### config.mk
export PLATFORM = sky130hd
export DESIGN_NAME = simt_core_ctrl
export DESIGN_NICKNAME = d
export VERILOG_FILES = /design/src/rtl/gpu_pkg.sv /design/src/rtl/simt_pc_select.sv /design/src/rtl/simt_core_ctrl.sv
export SDC_FILE = /design/constraint.sdc
export NUM_CORES = 1
export LEC_CHECK = 0
export BUFFER_PORTS_ARGS = -buffer_cell sky130_fd_sc_hd__buf_2
export CORE_ASPECT_RATIO = 0.75
export CORE_MARGIN = 4
export CORE_UTILIZATION = 35
export DETAILED_ROUTE_END_ITERATION = 8
export GPL_TIMING_DRIVEN = 0
export PLACE_DENSITY = 0.55
export SETUP_SLACK_MARGIN = 0.15
export SLEW_MARGIN = 10
export SYNTH_ARGS = -nofsm -noshare
export SYNTH_HDL_FRONTEND = slang
export SYNTH_SLANG_ARGS = --single-unit
### constraint.sdc
create_clock -name clk -period 3.45 [get_ports clk]
set_input_delay 0.1725 -clock clk [delete_from_list [all_inputs] [get_ports clk]]
set_output_delay 0.1725 -clock clk [all_outputs]
set_load 0.01 [all_outputs]
### src/rtl/gpu_pkg.sv
`default_nettype none
// ============================================================================
// Module      : gpu_pkg
// Description : Shared miniGPU definitions: core sequencer state encodings
//               and the thread-count clamp helper.
// Revision    : 1.0 - initial release
// ============================================================================
package gpu_pkg;

  localparam int CORE_STATE_BITS = 3;

  localparam logic [CORE_STATE_BITS-1:0] ST_IDLE    = 3'd0;
  localparam logic [CORE_STATE_BITS-1:0] ST_FETCH   = 3'd1;
  localparam logic [CORE_STATE_BITS-1:0] ST_DECODE  = 3'd2;
  localparam logic [CORE_STATE_BITS-1:0] ST_REQUEST = 3'd3;
  localparam logic [CORE_STATE_BITS-1:0] ST_WAIT    = 3'd4;
  localparam logic [CORE_STATE_BITS-1:0] ST_EXECUTE = 3'd5;
  localparam logic [CORE_STATE_BITS-1:0] ST_UPDATE  = 3'd6;
  localparam logic [CORE_STATE_BITS-1:0] ST_DONE    = 3'd7;

  // Requested thread count limited to the lanes physically present.
  function automatic int clamp_count(input logic [7:0] count, input int max_threads);
    int c;
    c = int'({24'd0, count});
    return (c > max_threads) ? max_threads : c;
  endfunction

endpackage
`default_nettype wire

### src/rtl/simt_pc_select.sv
`default_nettype none
// ============================================================================
// Module      : simt_pc_select
// Description : Picks the PC of the lowest-index live lane and flags every
//               live lane whose PC equals it (the lanes of the next pass).
// Ports       : live       - lanes still running (enabled & ~done)
//               pc_flat    - per-lane PCs, lane i at [i*ADDR_BITS +: ADDR_BITS]
//               sel_pc     - selected PC (0 when no lane is live)
//               match_mask - live lanes sharing sel_pc
// Revision    : 1.0 - initial release
// ============================================================================
module simt_pc_select
  import gpu_pkg::*;
#(
  parameter int NUM_THREADS = 4,
  parameter int ADDR_BITS   = 8
) (
  input  logic [NUM_THREADS-1:0]           live,
  input  logic [NUM_THREADS*ADDR_BITS-1:0] pc_flat,
  output logic [ADDR_BITS-1:0]             sel_pc,
  output logic [NUM_THREADS-1:0]           match_mask
);

  // Priority encoder: the first live lane found wins, so lower-index PC
  // groups are always serviced before higher ones.
  always_comb begin : p_select
    logic found;
    found  = 1'b0;
    sel_pc = '0;
    for (int i = 0; i < NUM_THREADS; i++) begin
      if (live[i] && !found) begin
        sel_pc = pc_flat[i*ADDR_BITS +: ADDR_BITS];
        found  = 1'b1;
      end
    end
  end

  always_comb begin
    match_mask = '0;
    for (int i = 0; i < NUM_THREADS; i++) begin
      match_mask[i] = live[i] && (pc_flat[i*ADDR_BITS +: ADDR_BITS] == sel_pc);
    end
  end

endmodule
`default_nettype wire

### src/rtl/simt_core_ctrl.sv
`default_nettype none
// ============================================================================
// Module      : simt_core_ctrl
// Description : Per-core SIMT sequencer. Holds one PC and done flag per
//               thread, runs FETCH-DECODE-REQUEST-WAIT-EXECUTE-UPDATE passes
//               and services divergent PC groups on successive passes.
// Ports       : clk, reset (async, active low)
//               core_start, core_thread_count   - block launch
//               fetch_ack, decoded_ret          - fetcher / decoder status
//               lsu_busy_flat, next_pc_flat     - per-lane LSU busy, next PC
//               core_state, fetch_req, fetch_pc - sequencer state / fetch
//               active_mask, thread_pc_flat     - lanes of this pass, PCs
//               divergent, core_done            - status
// Revision    : 1.0 - initial release
// ============================================================================
module simt_core_ctrl
  import gpu_pkg::*;
#(
  parameter int NUM_THREADS = 4,
  parameter int ADDR_BITS   = 8
) (
  input  logic                             clk,
  input  logic                             reset,
  input  logic                             core_start,
  input  logic [7:0]                       core_thread_count,
  input  logic                             fetch_ack,
  input  logic                             decoded_ret,
  input  logic [NUM_THREADS-1:0]           lsu_busy_flat,
  input  logic [NUM_THREADS*ADDR_BITS-1:0] next_pc_flat,
  output logic [CORE_STATE_BITS-1:0]       core_state,
  output logic                             fetch_req,
  output logic [ADDR_BITS-1:0]             fetch_pc,
  output logic [NUM_THREADS-1:0]           active_mask,
  output logic [NUM_THREADS*ADDR_BITS-1:0] thread_pc_flat,
  output logic                             divergent,
  output logic                             core_done
);

  logic [CORE_STATE_BITS-1:0]       r_state;
  logic [NUM_THREADS-1:0]           r_enabled;
  logic [NUM_THREADS-1:0]           r_done;
  logic [NUM_THREADS*ADDR_BITS-1:0] r_pc;
  logic [ADDR_BITS-1:0]             r_fetch_pc;
  logic [NUM_THREADS-1:0]           r_active_mask;

  int                               w_thread_limit;
  logic [NUM_THREADS-1:0]           w_launch_mask;
  logic [NUM_THREADS-1:0]           w_enabled_next;
  logic [NUM_THREADS-1:0]           w_done_next;
  logic [NUM_THREADS*ADDR_BITS-1:0] w_pc_next;
  logic [NUM_THREADS-1:0]           w_live_next;
  logic [ADDR_BITS-1:0]             w_sel_pc;
  logic [NUM_THREADS-1:0]           w_match_mask;

  assign w_thread_limit = clamp_count(core_thread_count, NUM_THREADS);

  always_comb begin
    w_launch_mask = '0;
    for (int i = 0; i < NUM_THREADS; i++) begin
      w_launch_mask[i] = (i < w_thread_limit);
    end
  end

  // Next-cycle thread arrays. The PC selector looks at these rather than
  // the current registers so fetch_pc/active_mask land together with the
  // launch or UPDATE write that leads into FETCH.
  always_comb begin
    w_enabled_next = r_enabled;
    w_done_next    = r_done;
    w_pc_next      = r_pc;
    if (r_state == ST_IDLE && core_start) begin
      w_enabled_next = w_launch_mask;
      w_done_next    = '0;
      w_pc_next      = '0;
    end else if (r_state == ST_UPDATE) begin
      for (int i = 0; i < NUM_THREADS; i++) begin
        if (r_active_mask[i]) begin
          if (decoded_ret) begin
            w_done_next[i] = 1'b1;
          end else begin
            w_pc_next[i*ADDR_BITS +: ADDR_BITS] = next_pc_flat[i*ADDR_BITS +: ADDR_BITS];
          end
        end
      end
    end
  end

  assign w_live_next = w_enabled_next & ~w_done_next;

  simt_pc_select #(
    .NUM_THREADS (NUM_THREADS),
    .ADDR_BITS   (ADDR_BITS)
  ) u_pc_select (
    .live       (w_live_next),
    .pc_flat    (w_pc_next),
    .sel_pc     (w_sel_pc),
    .match_mask (w_match_mask)
  );

  always_ff @(posedge clk or negedge reset) begin
    if (!reset) begin
      r_state       <= ST_IDLE;
      r_enabled     <= '0;
      r_done        <= '0;
      r_pc          <= '0;
      r_fetch_pc    <= '0;
      r_active_mask <= '0;
    end else begin
      r_enabled <= w_enabled_next;
      r_done    <= w_done_next;
      r_pc      <= w_pc_next;
      case (r_state)
        ST_IDLE: begin
          if (core_start) begin
            if (w_launch_mask == '0) begin
              r_state <= ST_DONE;
            end else begin
              r_state       <= ST_FETCH;
              r_fetch_pc    <= w_sel_pc;
              r_active_mask <= w_match_mask;
            end
          end
        end
        ST_FETCH:   if (fetch_ack) r_state <= ST_DECODE;
        ST_DECODE:  r_state <= ST_REQUEST;
        ST_REQUEST: r_state <= ST_WAIT;
        // Only lanes in this pass can hold the pipeline.
        ST_WAIT:    if ((lsu_busy_flat & r_active_mask) == '0) r_state <= ST_EXECUTE;
        ST_EXECUTE: r_state <= ST_UPDATE;
        ST_UPDATE: begin
          if (w_live_next == '0) begin
            r_state <= ST_DONE;
          end else begin
            r_state       <= ST_FETCH;
            r_fetch_pc    <= w_sel_pc;
            r_active_mask <= w_match_mask;
          end
        end
        ST_DONE:    if (!core_start) r_state <= ST_IDLE;
        default:    r_state <= ST_IDLE;
      endcase
    end
  end

  assign core_state     = r_state;
  assign fetch_req      = (r_state == ST_FETCH);
  assign core_done      = (r_state == ST_DONE);
  assign fetch_pc       = r_fetch_pc;
  assign active_mask    = r_active_mask;
  assign thread_pc_flat = r_pc;
  assign divergent      = (r_active_mask != (r_enabled & ~r_done));

endmodule
`default_nettype wire

==> flow_metrics.py, run 1 <==
metrics = {
    "min_path": {
        "hold_path.class": "input port to flip-flop",
    },
    "cts": {
        "cts_inserted_buffers": 5,
        "cts-root-to-sink-buffers": 2,
        "clock_latency_reported_for_the_late_side_of_the_worst_skew_pair_ps": 300,
        "clock_sinks": 55,
        "htree_num_levels": 2,
        "root_buffer": "clkbuf_16",
        "clk_pin_slew_ps": 70,
        "cts_tree": "built",
    },
    "detailed_routing": {
        "first_pass_iters": 4,
        "detailroute.via_count": 3204,
        "vias_per_cell": 5.32,
        "route.detailed.wl_per_inst_um": 19.2,
        "first_iter_violations": 194,
        "routed_wirelength_um": 11500,
        "detail_route.drc_violations": 0,
        "final_antenna_net_count": 0,
    },
    "synthesis": {
        "portion_of_synthesized_cell_area_occupied_by_the_leading_cell_type": 0.409,
        "synth-async-reset-ratio": 1.00,
        "synth_enable_flop_cells": 0,
        "synth-main-ff-cell": "dfrtp_1",
        "synth.area.top_cells": "dfrtp_1 41%, xnor2_1 5.2%, nor2_1 4.2%",
        "ys_warn_count": 0,
        "synth.yosys.seq_area_share": 0.409,
        "synth.top_cells.by_count": "55 x dfrtp_1, 38 x nor2_1, 20 x a21oi_1, 20 x nand2_1, 20 x xnor2_1",
        "synth.most_common_cell": "dfrtp_1",
        "syn_avg_cell_area_sq_um": 9.42,
        "postSynthRegisterBits": 55,
        "synth.cell_area_sq_um": 3360,
        "yosysTopAreaCell": "dfrtp_1",
        "syn_inst": 357,
        "synthDistinctLibCells": 72,
        "mappedNetlistNets": 406,
    },
    "final_layout": {
        "final_nets": 523,
        "diodes": 0,
        "final_design_area_no_fill_sq_um": 4480,
        "areaGrowthSynthToFinish_pct": 33.1,
        "final_layout_size_suffix_gt1_frac": 0.357,
    },
    "setup_path": {
        "timing.critical_path.fanout_max": 8,
        "endpoint_kind": "flip-flop",
        "kind_of_start_point_of_the_critical_path": "flip-flop",
        "cp_data_required_time_ps": 3650,
        "arrival_ps": 3410,
        "timing.setup.critical_path_class": "flip-flop to flip-flop",
    },
    "global_route": {
        "first_pass_grt_wire_length_um": 18000,
        "grt.overflow.total": 0,
        "grt_max_degree": 56,
        "number_of_global_route_vias_before_repair": 3172,
        "number_of_antenna_violations_at_the_first_check_in_global_routing": 0,
        "grtUsageTotal": 0.208,
    },
    "place": {
        "hpwlAfterDp_um": 8820,
        "gp_routability_congestion": 0.938,
        "buffer_ports.inserted": 98,
        "post_dp_cell_area_sq_um": 4020,
    },
    "pwr": {
        "fin_total_pwr_mw": 4.56,
        "maximum_ir_drop_on_the_vdd_rail_uv": 398,
        "total_leakage_power_nw": 2.20,
        "powerDensity_nw_per_um2": 1020,
    },
    "outcome": {
        "status": "finished clean",
    },
    "floorplan": {
        "core_area_sq_um": 9200,
        "floorplan.initialDensity": 0.366,
        "core.rowCount": 30,
        "total_die_area_sq_um": 11300,
        "die_width_um": 121,
        "die_h_um": 92.9,
        "ioPinCount": 99,
    },
    "sta": {
        "timing.final.crit_share": 0.929,
        "totalNegativeSetupSlack_ps": 0,
        "timing.slew.headroom": 0.526,
        "setup_viol": 0,
        "rsz0062_at_grt": "false",
        "max_clock_freq_ghz": 0.312,
        "final_period_minus_worst_setup_slack_ps": 3210,
        "slew_viol_final": 0,
        "fin_worst_skew_ps": 3.75,
        "timing.final.hold_violations": 0,
        "worst-slew-pin-transition_ps": 711,
    },
    "job": {
        "drv.max_cap_violation_count": 0,
    },
}
==> power breakdown <==
| part | switching (mW) | internal (mW) |
|---|---|---|
| sequential | 0.171 | 0.898 |
| combinational | 1.67 | 1.25 |
| clock | 0.231 | 0.339 |
| total | 2.08 | 2.48 |
==> stage by stage <==
stage,setup WS (ps),hold WS [ps],util,std cells
after global placement,-200,454,0.437,583
final,245,157,0.487,602
after CTS,117,177,0.465,591
after floorplan,356,-123,-,357
after detailed placement,-167,279,0.437,583
after global routing,122,156,0.487,602
==> worst max-delay path: stages, from the launching register on <==
cell and delay [ps]:
dfrtp_1 480, or4b_4 550, buf_6 150, o211a_4 160
nor4_4 460, nand2_4 150, o32ai_4 320, xor2_1 120
or4_4 490, o32ai_2 220
==> per-layer routing <==
layer	track usage	vias to the layer above	share of wire
li1	-	1537	-
met1	0.327	1539	0.51
met2	0.288	118	0.41
met3	0.0433	10	0.075
met4	0.0429	0	0.0080
met5	0	-	0
==> cell usage in the layout, fill, tap and decap left out, types with 13 or more instances in the layout <==
master	n
buf_4	13
a21oi_1	19
nor2_1	38
xnor2_1	20
dfrtp_1	55
inv_1	13
mux2i_1	13
o21ai_0	15
buf_2	102
nand3_1	13
nand2_1	20
==> cells by family after synthesis <==
kind of cell	synth area share
flops	0.409
compound gates	0.226
buf+inv	0.0472
xor+xnor	0.0625
simple gates	0.196
mux	0.0588
==> final cells by class <==
class | instances | area (sq um)
timing repair buffer | 110 | 586
clock buffer | 6 | 129
multi-input combinational | 266 | 2020
clock inverter | 1 | 30.0
fill | 908 | 4720
buffer | 23 | 129
sequential | 55 | 1380
inverter | 13 | 48.8
tap | 128 | 160
==> state kept, by name, indices dropped and copies added, names as in the netlist <==
name            cells
active_mask         4
core_state          3
thread_pc_flat     32
fetch_pc            8
r_enabled           4
r_done              4
==> path summary, 6_finish.rpt <==
check,from,endpoint,slack [ps],cells past startpoint
setup / recovery,core_state[1]$_DFFE_PN0P_,active_mask[1]$_DFFE_PN0P_,240,9
hold reg to reg,r_enabled[0]$_DFF_PN0_,r_enabled[0]$_DFF_PN0_,470,1
min in group asynchronous,reset,thread_pc_flat[27]$_DFF_PN0_,490,2
setup reg to reg,core_state[1]$_DFFE_PN0P_,active_mask[1]$_DFFE_PN0P_,240,9
hold / removal,next_pc_flat[1],thread_pc_flat[1]$_DFF_PN0_,160,3
max in group asynchronous,reset,r_enabled[1]$_DFF_PN0_,2500,2
==> what timing repair did <==
action,4_1_cts,5_1_grt
pin swaps,1,10
gates resized for setup,14,29
hold buffers,1,0
buffers inserted,0,11
hold endpoints to repair,55,0
cloned,0,0
setup endpoints to repair,2,8
Power figures use the tool's default switching activity.
==> run 2: changes to the inputs <==
- ABC_AREA: default -> 1
- CORE_ASPECT_RATIO: 0.75 -> default
- CORE_MARGIN: 4 -> default
- PLACE_DENSITY: 0.55 -> 0.54
==> run 2 against run 1 <==
Combinational power decreased by 13%. Die area down 7.2%. Worst setup slack improved by 410 ps. Fmax is 15% higher. Via count is 12% higher. Power shrank 13%. Global-route usage increased by 0.80 points. Area after synthesis is 4.5% higher. Sequential cell count is the same. Clock power is 29% lower. Critical path depth up 8. Largest power group unchanged.
==> flow_metrics.py, run 2 <==
metrics = {
    "floorplan": {
        "die_width_um": 102,
        "ioPinCount": 99,
        "core_area_sq_um": 9770,
        "core.rowCount": 36,
        "total_die_area_sq_um": 10500,
        "floorplan.initialDensity": 0.360,
        "die_h_um": 102,
    },
    "global_route": {
        "grt_max_degree": 56,
        "number_of_antenna_violations_at_the_first_check_in_global_routing": 0,
        "grt.overflow.total": 0,
        "first_pass_grt_wire_length_um": 17000,
        "top_usage_layer": "met2",
        "grt_util_met1": 0.295,
        "met3_usage": 0.0274,
        "gr_util_met2": 0.363,
        "grtUsageTotal": 0.216,
        "number_of_global_route_vias_before_repair": 3378,
    },
    "cts": {
        "root_buffer": "clkbuf_8",
        "post_cts_hold_buffer_count": 1,
        "htree_num_levels": 2,
        "cts_inserted_buffers": 5,
        "cts_tree": "built",
        "clock_sinks": 55,
        "postCtsResizedCells": 0,
        "cts-root-to-sink-buffers": 2,
        "post-cts-setup-buffer-count": 0,
        "clk_pin_slew_ps": 100,
        "clock_latency_reported_for_the_late_side_of_the_worst_skew_pair_ps": 310,
    },
    "synthesis": {
        "synth-async-reset-ratio": 1.00,
        "synth.top_cells.by_count": "143 x nand2_1, 79 x nor2_1, 63 x inv_1, 55 x dfrtp_1, 48 x nand3_1",
        "syn_inst": 508,
        "synth.cell_area_sq_um": 3520,
        "postSynthRegisterBits": 55,
        "synth-main-ff-cell": "dfrtp_1",
        "synth_enable_flop_cells": 0,
        "yosysTopAreaCell": "dfrtp_1",
        "synth.most_common_cell": "nand2_1",
        "ys_warn_count": 0,
        "synth.yosys.seq_area_share": 0.391,
        "portion_of_synthesized_cell_area_occupied_by_the_leading_cell_type": 0.391,
        "synth.area.top_cells": "dfrtp_1 39%, nand2_1 15%, nor2_1 8.4%",
        "syn_avg_cell_area_sq_um": 6.92,
        "mappedNetlistNets": 557,
        "synthDistinctLibCells": 37,
    },
    "sta": {
        "max_clock_freq_ghz": 0.358,
        "fin_worst_skew_ps": 6.09,
        "final_period_minus_worst_setup_slack_ps": 2790,
        "setup_viol": 0,
        "totalNegativeSetupSlack_ps": 0,
        "timing.slew.headroom": 0.495,
        "slew_viol_final": 0,
        "fin_worst_hold_slack_ps": 141,
        "rsz0062_at_grt": "false",
        "timing.final.hold_violations": 0,
        "worst-slew-pin-transition_ps": 754,
        "timing.final.crit_share": 0.809,
    },
    "pwr": {
        "fin_total_pwr_mw": 3.96,
        "maximum_ir_drop_on_the_vdd_rail_uv": 343,
        "total_leakage_power_nw": 2.48,
        "powerDensity_nw_per_um2": 924,
    },
    "final_layout": {
        "fin_util": 0.438,
        "final_layout_size_suffix_gt1_frac": 0.257,
        "largest_reg_flops": 32,
        "final_cell_mix": "143 x nand2_1, 101 x buf_2, 79 x nor2_1",
        "mostFrequentLayoutCell": "nand2_1",
        "diodes": 0,
        "final-instance-count-excl-fill": 747,
        "final_nets": 662,
        "areaGrowthSynthToFinish_pct": 21.9,
    },
    "setup_path": {
        "worstReg2RegStart": "core_state[0]$_DFFE_PN0P_",
        "ff2ff_path_depth": 17,
        "worst-r2r-setup-slack_ps": 660,
        "regToRegEndpoint": "active_mask[1]$_DFFE_PN0P_",
        "cp_data_required_time_ps": 3660,
        "timing.critical_path.fanout_max": 10,
        "arrival_ps": 3000,
        "endpoint_kind": "flip-flop",
        "timing.setup.critical_path_class": "flip-flop to flip-flop",
        "kind_of_start_point_of_the_critical_path": "flip-flop",
    },
    "detailed_routing": {
        "first_iter_violations": 184,
        "detail_route.drc_violations": 0,
        "routed_wirelength_um": 10800,
        "route.detailed.wl_per_inst_um": 14.5,
        "first_pass_iters": 5,
        "detailroute.via_count": 3598,
        "final_antenna_net_count": 0,
        "vias_per_cell": 4.82,
    },
    "place": {
        "placedCellCount": 738,
        "hpwlAfterDp_um": 8390,
        "gp_routability_congestion": 0.915,
        "buffer_ports.inserted": 97,
    },
    "outcome": {
        "status": "finished clean",
    },
    "min_path": {
        "timing.hold.worst_endpoint": "thread_pc_flat[26]$_DFF_PN0_",
        "worst_hold_path.num_cells": 3,
        "hold_path.class": "input port to flip-flop",
        "worstHoldStart": "next_pc_flat[26]",
    },
    "job": {
        "drv.max_cap_violation_count": 0,
    },
}
## run 2: metal layers
metal / share of wire / vias up / wire length (um)
met3: 0.051 / 10 / 552
met2: 0.48 / 116 / 5200
met5: 0 / - / 0
met4: 0.013 / 0 / 138
li1: - / 1802 / -
met1: 0.46 / 1670 / 4940
## run 2: worst max-delay path by stage
stage	from	to	slack, ps	cells past startpoint
after CTS	core_state[0]$_DFFE_PN0P_	active_mask[1]$_DFFE_PN0P_	680	16
after detailed placement	core_state[0]$_DFFE_PN0P_	active_mask[1]$_DFFE_PN0P_	710	17
after global routing	core_state[0]$_DFFE_PN0P_	active_mask[1]$_DFFE_PN0P_	350	16
after floorplan	core_state[0]$_DFFE_PN0P_	active_mask[1]$_DFFE_PN0P_	1280	14
final	core_state[0]$_DFFE_PN0P_	active_mask[1]$_DFFE_PN0P_	660	17
after global placement	core_state[0]$_DFFE_PN0P_	active_mask[1]$_DFFE_PN0P_	720	17
## run 2: logic make-up (layout without fill, tap and decap cells)
kind of cell,Yosys count,in the layout,synth area share
and+or+nand+nor,322,322,0.424
buffers and inverters,82,188,0.0989
DFF,55,55,0.391
AOI/OAI and AO/OA,43,43,0.0705
xor gates and xnor gates,6,6,0.0149
## run 2: stage by stage
| stage | worst slack [ps] | instance area, sq um |
|---|---|---|
| after CTS | 682 | 4280 |
| after global placement | 717 | 4170 |
| after floorplan | 1280 | 3520 |
| after global routing | 347 | 4280 |
| final | 659 | 4280 |
| after detailed placement | 714 | 4170 |
## run 2: power by group
part / internal, mW / switching [mW]
sequential: 0.854 / 0.171
combinational: 0.852 / 1.68
clock: 0.183 / 0.220
total: 1.89 / 2.07
## run 2: cell type report
class                           count  area [sq um]
Tap cell                          133           166
Multi-Input combinational cell    371          1790
Inverter                           71           267
Buffer                             11          81.3
Timing Repair Buffer               98           498
Sequential cell                    55          1380
Fill cell                        1080          5490
Clock inverter                      1          7.51
Clock buffer                        7          96.3
## run 2: worst max-delay path: stages (launching register included)
cell and delay (ps):
dfrtp_1 480, inv_2 150, nand3_2 100, buf_6 170, nor3_2 580, nand2_1 100, nand3_1 160, nand3_1 100
nand2_1 70, nand3_1 130, nand2_1 200, nand2_1 70, nand2_1 60, inv_1 40, nand2_1 80, nor2_1 60
nand3_1 80, nand2_1 50
